<file path="config.mk">
export PLATFORM = sky130hd
export DESIGN_NAME = fpu_mantissa_normalizer
export DESIGN_NICKNAME = d
export VERILOG_FILES = /design/src/rtl/fpu_mantissa_normalizer.sv
export SDC_FILE = /design/constraint.sdc
export NUM_CORES = 1
export LEC_CHECK = 0
export ABC_AREA = 1
export CAP_MARGIN = 20
export CORE_MARGIN = 5
export CORE_UTILIZATION = 52
export CTS_CLUSTER_DIAMETER = 60
export DETAILED_ROUTE_END_ITERATION = 10
export PLACE_DENSITY = 0.8
export SETUP_SLACK_MARGIN = 0.1
export SLEW_MARGIN = 5
export SYNTH_ARGS = -nofsm -noshare
export SYNTH_HDL_FRONTEND = slang
export SYNTH_HIERARCHICAL = 1
export SYNTH_SLANG_ARGS = --single-unit
</file>
<file path="constraint.sdc">
create_clock -name clk -period 7.5 [get_ports clk]
set_input_delay 1.125 -clock clk [delete_from_list [all_inputs] [get_ports clk]]
set_output_delay 1.125 -clock clk [all_outputs]
set_load 0.05 [all_outputs]
</file>
<file path="src/rtl/fpu_mantissa_normalizer.sv">
// ---------------------------------------------------------------------------
// fpu_mantissa_normalizer
//
// Multi-cycle left-normalizer for 64-bit extended-precision mantissas. It sits
// after the adder/multiplier datapath and before rounding. Whole leading zero
// bytes are removed in one cycle through a mux-based byte shifter. Any
// remaining leading zero bits (at most 7) are removed one bit per cycle. The
// biased exponent is decremented to match every shift. Shifting stops at the
// denormal boundary, where the exponent would otherwise drop below 1.
//
// Ports
//   clk             in   1          clock, rising edge
//   reset_n         in   1          asynchronous active-low reset
//   in_valid        in   1          input operand valid
//   in_ready        out  1          block can accept (state == IDLE)
//   in_mantissa     in   64         unnormalized mantissa, bit 63 = integer bit
//   in_exponent     in   EXP_WIDTH  biased exponent
//   in_sign         in   1          sign, passed through
//   out_valid       out  1          result valid, held until out_ready
//   out_ready       in   1          downstream accepts result
//   out_mantissa    out  64         normalized (or denormal) mantissa
//   out_exponent    out  EXP_WIDTH  adjusted biased exponent
//   out_sign        out  1          registered sign
//   out_zero        out  1          input mantissa was zero
//   out_denormal    out  1          stopped at exponent 1 with bit 63 still 0
//   out_shift_count out  7          total left shifts applied (0..63)
// ---------------------------------------------------------------------------

// Left shift by 0..7 whole bytes, built as three binary mux stages.
module multiplexer_based_byte_shifter_left (
    input  logic [63:0] data_i,
    input  logic [2:0]  shift_bytes_i,
    output logic [63:0] data_o
);
    logic [63:0] stage1;
    logic [63:0] stage2;

    always_comb begin
        stage1 = shift_bytes_i[0] ? {data_i[55:0], 8'h00}  : data_i;
        stage2 = shift_bytes_i[1] ? {stage1[47:0], 16'h0}  : stage1;
        data_o = shift_bytes_i[2] ? {stage2[31:0], 32'h0}  : stage2;
    end
endmodule

// State | Meaning
// ------+------------------------------------------------------------------
// IDLE  | waiting for an operand; in_ready high
// BYTE  | zero check, then one multi-byte shift limited by the budget
// BIT   | single-bit shifts until bit 63 is set or the budget runs out
// DONE  | result latched; out_valid rises one cycle later, held until out_ready
module fpu_mantissa_normalizer #(
    parameter int EXP_WIDTH = 15
) (
    input  logic                 clk,
    input  logic                 reset_n,
    input  logic                 in_valid,
    output logic                 in_ready,
    input  logic [63:0]          in_mantissa,
    input  logic [EXP_WIDTH-1:0] in_exponent,
    input  logic                 in_sign,
    output logic                 out_valid,
    input  logic                 out_ready,
    output logic [63:0]          out_mantissa,
    output logic [EXP_WIDTH-1:0] out_exponent,
    output logic                 out_sign,
    output logic                 out_zero,
    output logic                 out_denormal,
    output logic [6:0]           out_shift_count
);

    typedef enum logic [1:0] {
        S_IDLE = 2'd0,
        S_BYTE = 2'd1,
        S_BIT  = 2'd2,
        S_DONE = 2'd3
    } state_t;

    state_t state_q, state_d;

    // Working registers
    logic [63:0]          mant_q,   mant_d;
    logic [EXP_WIDTH-1:0] exp_q,    exp_d;
    // Remaining number of shifts allowed before the exponent would reach 0
    logic [EXP_WIDTH-1:0] budget_q, budget_d;
    logic [6:0]           count_q,  count_d;
    logic                 sign_q,   sign_d;

    // Output registers
    logic                 out_valid_q,    out_valid_d;
    logic [63:0]          out_mant_q,     out_mant_d;
    logic [EXP_WIDTH-1:0] out_exp_q,      out_exp_d;
    logic                 out_sign_q,     out_sign_d;
    logic                 out_zero_q,     out_zero_d;
    logic                 out_den_q,      out_den_d;
    logic [6:0]           out_count_q,    out_count_d;

    // Byte-step datapath
    logic [3:0]           lzb;
    logic                 lzb_found;
    logic [EXP_WIDTH-1:0] budget_bytes;
    logic [2:0]           k_bytes;
    logic [5:0]           k_bits;
    logic [EXP_WIDTH-1:0] k_bits_e;
    logic [6:0]           k_bits_c;
    logic [63:0]          mant_byte_shifted;

    // Leading zero bytes, scanned from the top byte. The all-zero case
    // is handled separately, so the result used is always 0..7.
    always_comb begin
        lzb       = 4'd0;
        lzb_found = 1'b0;
        for (int i = 7; i >= 0; i--) begin
            if (!lzb_found) begin
                if (mant_q[i*8 +: 8] == 8'h00) begin
                    lzb = lzb + 4'd1;
                end else begin
                    lzb_found = 1'b1;
                end
            end
        end
    end

    // The byte step never uses more shifts than the budget allows; any
    // leftover budget below one byte is spent in the bit loop.
    always_comb begin
        budget_bytes = budget_q >> 3;
        if (budget_bytes < EXP_WIDTH'(lzb)) begin
            k_bytes = budget_bytes[2:0];
        end else begin
            k_bytes = lzb[2:0];
        end
        k_bits   = {k_bytes, 3'b000};
        k_bits_e = EXP_WIDTH'(k_bits);
        k_bits_c = 7'(k_bits);
    end

    multiplexer_based_byte_shifter_left u_byte_shifter (
        .data_i        (mant_q),
        .shift_bytes_i (k_bytes),
        .data_o        (mant_byte_shifted)
    );

    always_comb begin
        state_d     = state_q;
        mant_d      = mant_q;
        exp_d       = exp_q;
        budget_d    = budget_q;
        count_d     = count_q;
        sign_d      = sign_q;
        out_valid_d = out_valid_q;
        out_mant_d  = out_mant_q;
        out_exp_d   = out_exp_q;
        out_sign_d  = out_sign_q;
        out_zero_d  = out_zero_q;
        out_den_d   = out_den_q;
        out_count_d = out_count_q;

        unique case (state_q)
            S_IDLE: begin
                if (in_valid) begin
                    mant_d   = in_mantissa;
                    exp_d    = in_exponent;
                    sign_d   = in_sign;
                    count_d  = 7'd0;
                    budget_d = (in_exponent == '0) ? '0
                                                   : in_exponent - EXP_WIDTH'(1);
                    state_d  = S_BYTE;
                end
            end

            S_BYTE: begin
                if (mant_q == 64'h0) begin
                    out_mant_d  = 64'h0;
                    out_exp_d   = '0;
                    out_sign_d  = sign_q;
                    out_zero_d  = 1'b1;
                    out_den_d   = 1'b0;
                    out_count_d = 7'd0;
                    state_d     = S_DONE;
                end else begin
                    mant_d   = mant_byte_shifted;
                    exp_d    = exp_q - k_bits_e;
                    budget_d = budget_q - k_bits_e;
                    count_d  = count_q + k_bits_c;
                    state_d  = S_BIT;
                end
            end

            S_BIT: begin
                if (!mant_q[63] && (budget_q != '0)) begin
                    mant_d   = {mant_q[62:0], 1'b0};
                    exp_d    = exp_q - EXP_WIDTH'(1);
                    budget_d = budget_q - EXP_WIDTH'(1);
                    count_d  = count_q + 7'd1;
                end else begin
                    // Still unnormalized here means the budget ran out:
                    // the result is denormal and takes exponent 0.
                    out_mant_d  = mant_q;
                    out_exp_d   = mant_q[63] ? exp_q : '0;
                    out_sign_d  = sign_q;
                    out_zero_d  = 1'b0;
                    out_den_d   = ~mant_q[63];
                    out_count_d = count_q;
                    state_d     = S_DONE;
                end
            end

            S_DONE: begin
                if (!out_valid_q) begin
                    out_valid_d = 1'b1;
                end else if (out_ready) begin
                    out_valid_d = 1'b0;
                    state_d     = S_IDLE;
                end
            end

            default: state_d = S_IDLE;
        endcase
    end

    always_ff @(posedge clk or negedge reset_n) begin
        if (!reset_n) begin
            state_q     <= S_IDLE;
            mant_q      <= 64'h0;
            exp_q       <= '0;
            budget_q    <= '0;
            count_q     <= 7'd0;
            sign_q      <= 1'b0;
            out_valid_q <= 1'b0;
            out_mant_q  <= 64'h0;
            out_exp_q   <= '0;
            out_sign_q  <= 1'b0;
            out_zero_q  <= 1'b0;
            out_den_q   <= 1'b0;
            out_count_q <= 7'd0;
        end else begin
            state_q     <= state_d;
            mant_q      <= mant_d;
            exp_q       <= exp_d;
            budget_q    <= budget_d;
            count_q     <= count_d;
            sign_q      <= sign_d;
            out_valid_q <= out_valid_d;
            out_mant_q  <= out_mant_d;
            out_exp_q   <= out_exp_d;
            out_sign_q  <= out_sign_d;
            out_zero_q  <= out_zero_d;
            out_den_q   <= out_den_d;
            out_count_q <= out_count_d;
        end
    end

    assign in_ready        = (state_q == S_IDLE);
    assign out_valid       = out_valid_q;
    assign out_mantissa    = out_mant_q;
    assign out_exponent    = out_exp_q;
    assign out_sign        = out_sign_q;
    assign out_zero        = out_zero_q;
    assign out_denormal    = out_den_q;
    assign out_shift_count = out_count_q;

endmodule

</file>
**Word level (Yosys, flattened, before mapping)**

Cells that the tools add are included.

- Memories kept: 0
- Register bits: 194
- Output and inout port bits: 91
- Memory bits (writable): 0
- Latch bits: 0
- ROM bits: 0

- Add/subtract/negate cells: 14
- Magnitude comparators: 1
- Multiply operators: 0
- Reductions and logical operators: 21
- Shifts and indexed selects: 0
- Multiplexer cells: 76
- Div/mod/pow operators: 0
- Bitwise gates (word level): 1
- Eq/ne operators: 11

Operator list:

| cell | number |
|---|---|
| two-way mux 64 bit | 8 |
| case mux 64 bit (3 select lines) | 1 |
| two-way mux 15 bit | 10 |
| case mux 64 bit (2 select lines) | 1 |
| case mux 15 bit (3 select lines) | 2 |
| zero test 64 bit | 1 |
| zero test 8 bit | 8 |
| two-way mux 4 bit | 13 |
| subtractor 15 x 1 -> 15 bit, second input constant | 3 |
| two-way mux 7 bit | 5 |
| case mux 15 bit (2 select lines) | 1 |
| subtractor 15 x 6 -> 15 bit | 2 |
| adder 4 x 1 -> 4 bit, second input constant | 6 |
| two-way mux 1 bit | 23 |
| case mux 7 bit (3 select lines) | 1 |
| zero test 15 bit | 1 |
| nonzero test 15 bit | 1 |
| != test 2 bit, second input constant | 7 |
| case mux 7 bit (2 select lines) | 1 |
| < comparator 12 x 4 -> 1 bit | 1 |
| two-way mux 2 bit | 5 |
| case mux 2 bit (4 select lines) | 1 |
| AND reduction 4 bit | 2 |
| adder 7 x 1 -> 7 bit, second input constant | 1 |
| other kinds (16) | 19 |

**Logic depth before layout (Yosys ltp)**

- Word-level depth: 30
- Depth in mapped cells: 47

**Modules after synthesis**

The synthesis kept the hierarchy.

Modules (own cells, without submodules):

| module | cells each | instances | seq. area each (um^2) | area each (um^2) |
|---|---|---|---|---|
| fpu_mantissa_normalizer | 1461 | 1 | 4854.7 | 11116.9 |
| multiplexer_based_byte_shifter_left | 416 | 1 | 0.0 | 1915.6 |

**Least setup slack after synthesis**

No wires, ideal clock.

- Path kind: register to register
- From: register mant_q[54]
- To: register count_q[6]
- Slack: 1.776 ns
- Required time: 7.417 ns
- Data arrival time: 5.641 ns
- Setup time: 0.083 ns
- Stages on the path, launching flop included: 42
- Path through: dfrtp_1 > nor2_1 > nand2_1 > nor2_2 > nand2_1 > nand2_1 > inv_1 > ha_1 > o21ai_0 > inv_1 > ha_1 > inv_1 > a31oi_1 > nand2_1 > inv_1 > ha_1 > nand2_1 > nand2_1 > [... 6 more ...] > nand3_1 > xor2_1 > inv_1 > ha_1 > nand2_1 > nand4_1 > nor4_1 > nand2_4 > o21ai_0 > inv_1 > ha_1 > nand2_1 > nor2_1 > a211oi_1 > o21ai_0 > a21oi_1 > o211ai_1 > o21ai_0

- Cells in the longest elaborated chain, start to end: 26
- Elaborated cells between the ends (all ways): 36

RTL lines:

| what | line | RTL |
|---|---|---|
| start, declared | 81 | `logic [63:0] mant_q, mant_d;` |
| start signal, assigned | 238 | `mant_q <= mant_d;` |
| zero test 8 bit * | 114 | `if (mant_q[i*8 +: 8] == 8'h00) begin` |
| two-way mux 2 bit | 114 |  |
| two-way mux 4 bit | 113 | `if (!lzb_found) begin` |
| adder 4 x 1 -> 4 bit | 115 | `lzb = lzb + 4'd1;` |
| two-way mux 4 bit | 114 |  |
| two-way mux 4 bit | 113 |  |
| adder 4 x 1 -> 4 bit | 115 |  |
| two-way mux 4 bit | 114 |  |
| [... 11 more ...] | -- |  |
| two-way mux 4 bit | 114 |  |
| two-way mux 4 bit * | 113 |  |
| < comparator 12 x 4 -> 1 bit | 127 | `if (budget_bytes < EXP_WIDTH'(lzb)) begin` |
| two-way mux 3 bit * | 127 |  |
| net k_bytes[2] | 101 | `logic [2:0] k_bytes;` |
| adder 7 x 6 -> 7 bit * | 184 | `count_d = count_q + k_bits_c;` |
| two-way mux 7 bit * | 172 | `if (mant_q == 64'h0) begin` |
| case mux 7 bit (3 select lines) * | 158 | `unique case (state_q)` |
| end signal, assigned | 241 | `count_q <= count_d;` |
| end, declared | 85 | `logic [6:0] count_q, count_d;` |

Mark *: on every way through the listed nets, which the timed path passes. The rest lies on a longest branch. The select of a mux whose other input is x is not followed.
A chain may end at the register's enable or synchronous reset.

**Worst setup path after layout**

- From: register mant_q[63]
- To: register mant_q[36]

- Elaborated cells between the ends (all ways): 44

RTL lines:

| what | line | RTL |
|---|---|---|
| zero test 8 bit * | 114 |  |
| two-way mux 1 bit | 114 |  |
| adder 1 x 1 -> 2 bit | 115 |  |
| two-way mux 2 bit | 114 |  |
| two-way mux 4 bit | 113 |  |
| adder 4 x 1 -> 4 bit | 115 |  |
| two-way mux 4 bit | 114 |  |
| two-way mux 4 bit | 113 |  |
| [... 14 more ...] | -- |  |
| two-way mux 4 bit * | 113 |  |
| < comparator 12 x 4 -> 1 bit | 127 |  |
| two-way mux 3 bit * | 127 |  |
| net k_bytes[2] | 101 |  |
| two-way mux 64 bit * | 41 | `data_o = shift_bytes_i[2] ? {stage2[31:0], 32'h0} : stage2;` |
| net mant_byte_shifted[36] | 105 | `logic [63:0] mant_byte_shifted;` |
| two-way mux 64 bit * | 172 |  |
| case mux 64 bit (3 select lines) * | 158 |  |

Marked as above.

==> key figures <==
Clocking
  • Clk_lat worst skew: 460 ps
  • CTS tree: built
  • Buffer depth of the longest clock path: 2
  • Cts bufs inserted: 17
  • Clock Sinks: 194
  • CTS H-tree lvls: 4
  • Post-CTS Setup Bufs: 0
  • Reg clk slew, reported paths: 80 ps
  • Root buf cell: clkbuf_16

Final layout
  • Antenna diodes: 0
  • Nets: 2,083
  • P&R area growth vs syn: 18.6%
  • Proportion of layout cells with a drive suffix above 1: 0.0428
  • Most frequent cells in the layout: 549 x nand2_1, 213 x nand3_1, 194 x dfrtp_1
  • Commonest non-fill, non-tap cell in the layout: nand2_1
  • Fillers: 2,292

Routing
  • Remaining DRCs: 0
  • First drt pass iteration count: 6
  • Drt total wl: 47,400 µm
  • Vias per cell: 5.96
  • DR iter-0 viols: 1,528
  • Antenna Violating Nets Remaining: 0
  • Vias: 13,800
  • Per-cell routed wire length: 20.5 µm

Floorplan
  • Die X: 168 µm
  • Core area: 0.0250 mm²
  • Vert. Die Dim: 168 µm
  • Initial Util: 0.522
  • Site row count: 58
  • Top Ports: 175
  • DIE AREA: 0.0283 mm²

Yosys
  • Distinct cells, synth: 51
  • Syn Nets: 1,988
  • Asr flop ratio synth: 1.00
  • Sequential fraction of the synthesis area: 0.373
  • Warnings, synthesis: 6
  • Netlist Area Pre-Place: 0.0130 mm²
  • Syn avg cell area: 6.94 µm²
  • Predominant post-synthesis flop cell: dfrtp_1
  • Post-synth EDFFs: 0
  • Mapped Cells: 1,877
  • Synthesized flop and latch total: 194

Global routing
  • First-pass GRT wire length: 74,100 µm
  • Total grt overflow: 0
  • Number of global-route vias before repair: 13,100
  • Tot GR Track Use: 0.329
  • Largest net degree at the start of global routing: 112
  • Initial antenna violation count: 0

STA
  • Actual slew at the worst max-slew pin: 1040 ps
  • Fmax achieved: 147 MHz
  • Worst hold slack: 486 ps
  • Final period util: 0.909
  • RSZ-0062 raised after global routing: no
  • Final setup TNS: 0 ps
  • Final Setup Violations: 0
  • Rel. slew slack: 0.306
  • Tmin final: 6820 ps
  • Hold Vio Cnt, Final: 0
  • Slew Limit Fails: 0
  • Clock Skew: 19.1 ps

Worst setup path
  • Critical path depth in cells: 39
  • Cell mode on critical path: nand2_1
  • Crit. End Element: register
  • Worst EP required: 7860 ps
  • Top delay family on crit path: simple AND/OR/NAND/NOR gates
  • Startpoint type of the worst setup path: register
  • Worst reg2reg path depth: 39
  • CP bufs+invs: 11
  • Critical path type: reg2reg
  • Crit path max fanout: 65
  • CP arrival: 7180 ps
  • Critical Path Max Stage Delay: 550 ps
  • Critical path's slowest cell: dfrtp_1

Outcome
  • Status: finished, final reports clean

Min path
  • Hold crit path type: reg2reg
  • Hold path depth: 2

Power and ir drop
  • PD cells: 466 mW/mm²
  • Leak: 7.03 nW
  • Worst vdd ir: 0.000553 V

Placed design
  • # port buffers: 174
  • HPWL after detailed placement: 34,100 µm
  • GPL Wtd Cong: 0.986

Run
  • Max_cap viols: 0
## synth_stat cells, drive strengths merged, types with 2 or more instances
master	n	area, µm²
nand2	563	2160
nand3	218	1110
dfrtp	194	4850
nor2	186	742
o21ai	163	816
inv	161	612
clkbuf	68	255
a221oi	59	517
buf	45	289
o31ai	43	323
a21oi	33	165
nand4	27	175
ha	26	325
xor2	20	175
nor3	19	95.1
o211ai	9	72.6
a31oi	7	43.8
xnor2	6	52.6
a22oi	5	37.5
nor4	5	46.3
o22ai	5	31.3
a41oi	3	26.3
o221ai	2	17.5
## cells by family after synthesis
kind of cell | count (synthesis) | share of synthesized area
AND/OR/NAND/NOR | 1022 | 0.335
AO/OA/AOI/OAI | 333 | 0.160
buffers and inverters | 275 | 0.0890
flip-flops | 194 | 0.373
adder cells (fa/ha/maj) | 27 | 0.0265
XOR/XNOR | 26 | 0.0175
## path summary, 6_finish.rpt
| kind | start | to | slack, ps |
|---|---|---|---|
| max | mant_q[63]$_DFFE_PN0P_ | mant_q[36]$_DFFE_PN0P_ | 680 |
| min reg2reg | out_mantissa[43]$_DFFE_PN0P_ | out_mantissa[43]$_DFFE_PN0P_ | 490 |
| max reg2reg | mant_q[63]$_DFFE_PN0P_ | mant_q[36]$_DFFE_PN0P_ | 680 |
| min in group asynchronous | reset_n | out_mantissa[35]$_DFFE_PN0P_ | 710 |
| max in group asynchronous | reset_n | budget_q[9]$_DFFE_PN0P_ | 5370 |
| min | out_mantissa[43]$_DFFE_PN0P_ | out_mantissa[43]$_DFFE_PN0P_ | 490 |
## flip-flops by register name, indices dropped and copies added (netlist names)
register         cells
out_zero             1
out_mantissa        64
count_q              7
out_valid            1
budget_q            15
out_sign             1
out_denormal         1
out_shift_count      7
state_q              2
exp_q               15
mant_q              64
sign_q               1
out_exponent        15
## power by group
part | internal (mW) | total [mW] | switching [mW]
clock network | 0.468 | 0.994 | 0.526
registers | 1.44 | 1.91 | 0.462
logic | 1.27 | 4.30 | 3.03
total | 3.18 | 7.20 | 4.02
## metal layers
metal  routed length, µm  vias up  global-route usage
met2               22800      683               0.550
met1               19100     6514               0.431
met5                   0        -                   0
met4                2080        0               0.136
met3                3420      117              0.0484
li1                    -     6487                   -
## final cells by class
class                      instances  area (µm²)  share of cell area
multi-input combinational       1408        7050               0.456
sequential                       194        4850               0.314
timing repair buffer             189        1880               0.122
inverter                         162         616              0.0398
clock buffer                      17         425              0.0275
tap                              330         413              0.0267
clock inverter                    15         213              0.0138
## stage by stage
| step | total power [mW] | instances | area (µm²) | util | worst slack (ps) |
|---|---|---|---|---|---|
| final | 7.20 | 2315 | 15500 | 0.619 | 685 |
| after global routing | 7.70 | 2315 | 15500 | 0.619 | 148 |
| after CTS | 7.15 | 2315 | 15400 | 0.619 | 408 |
| after detailed placement | 6.14 | 2283 | 14800 | 0.593 | 459 |
| after global placement | 6.07 | 2283 | 14800 | 0.593 | 568 |
| after floorplan | 4.87 | 1877 | 13000 | - | 1780 |
## timing repair
item                       in CTS  in global routing
setup endpoints to repair       0                 45
gates resized for setup         0                  2
hold buffers                    0                  0
hold endpoints to repair        0                  0
## worst register-to-register path: cells and delay by family, from the launching register on
| family | cells | cell delay, ps |
|---|---|---|
| buffers and inverters | 11 | 1400 |
| xor gates and xnor gates | 1 | 140 |
| adders and majority gates | 6 | 1340 |
| DFF | 1 | 550 |
| and+or+nand+nor | 16 | 2120 |
| AOI/OAI and AO/OA | 5 | 1140 |
No activity file was read; power rests on OpenSTA's default activity.
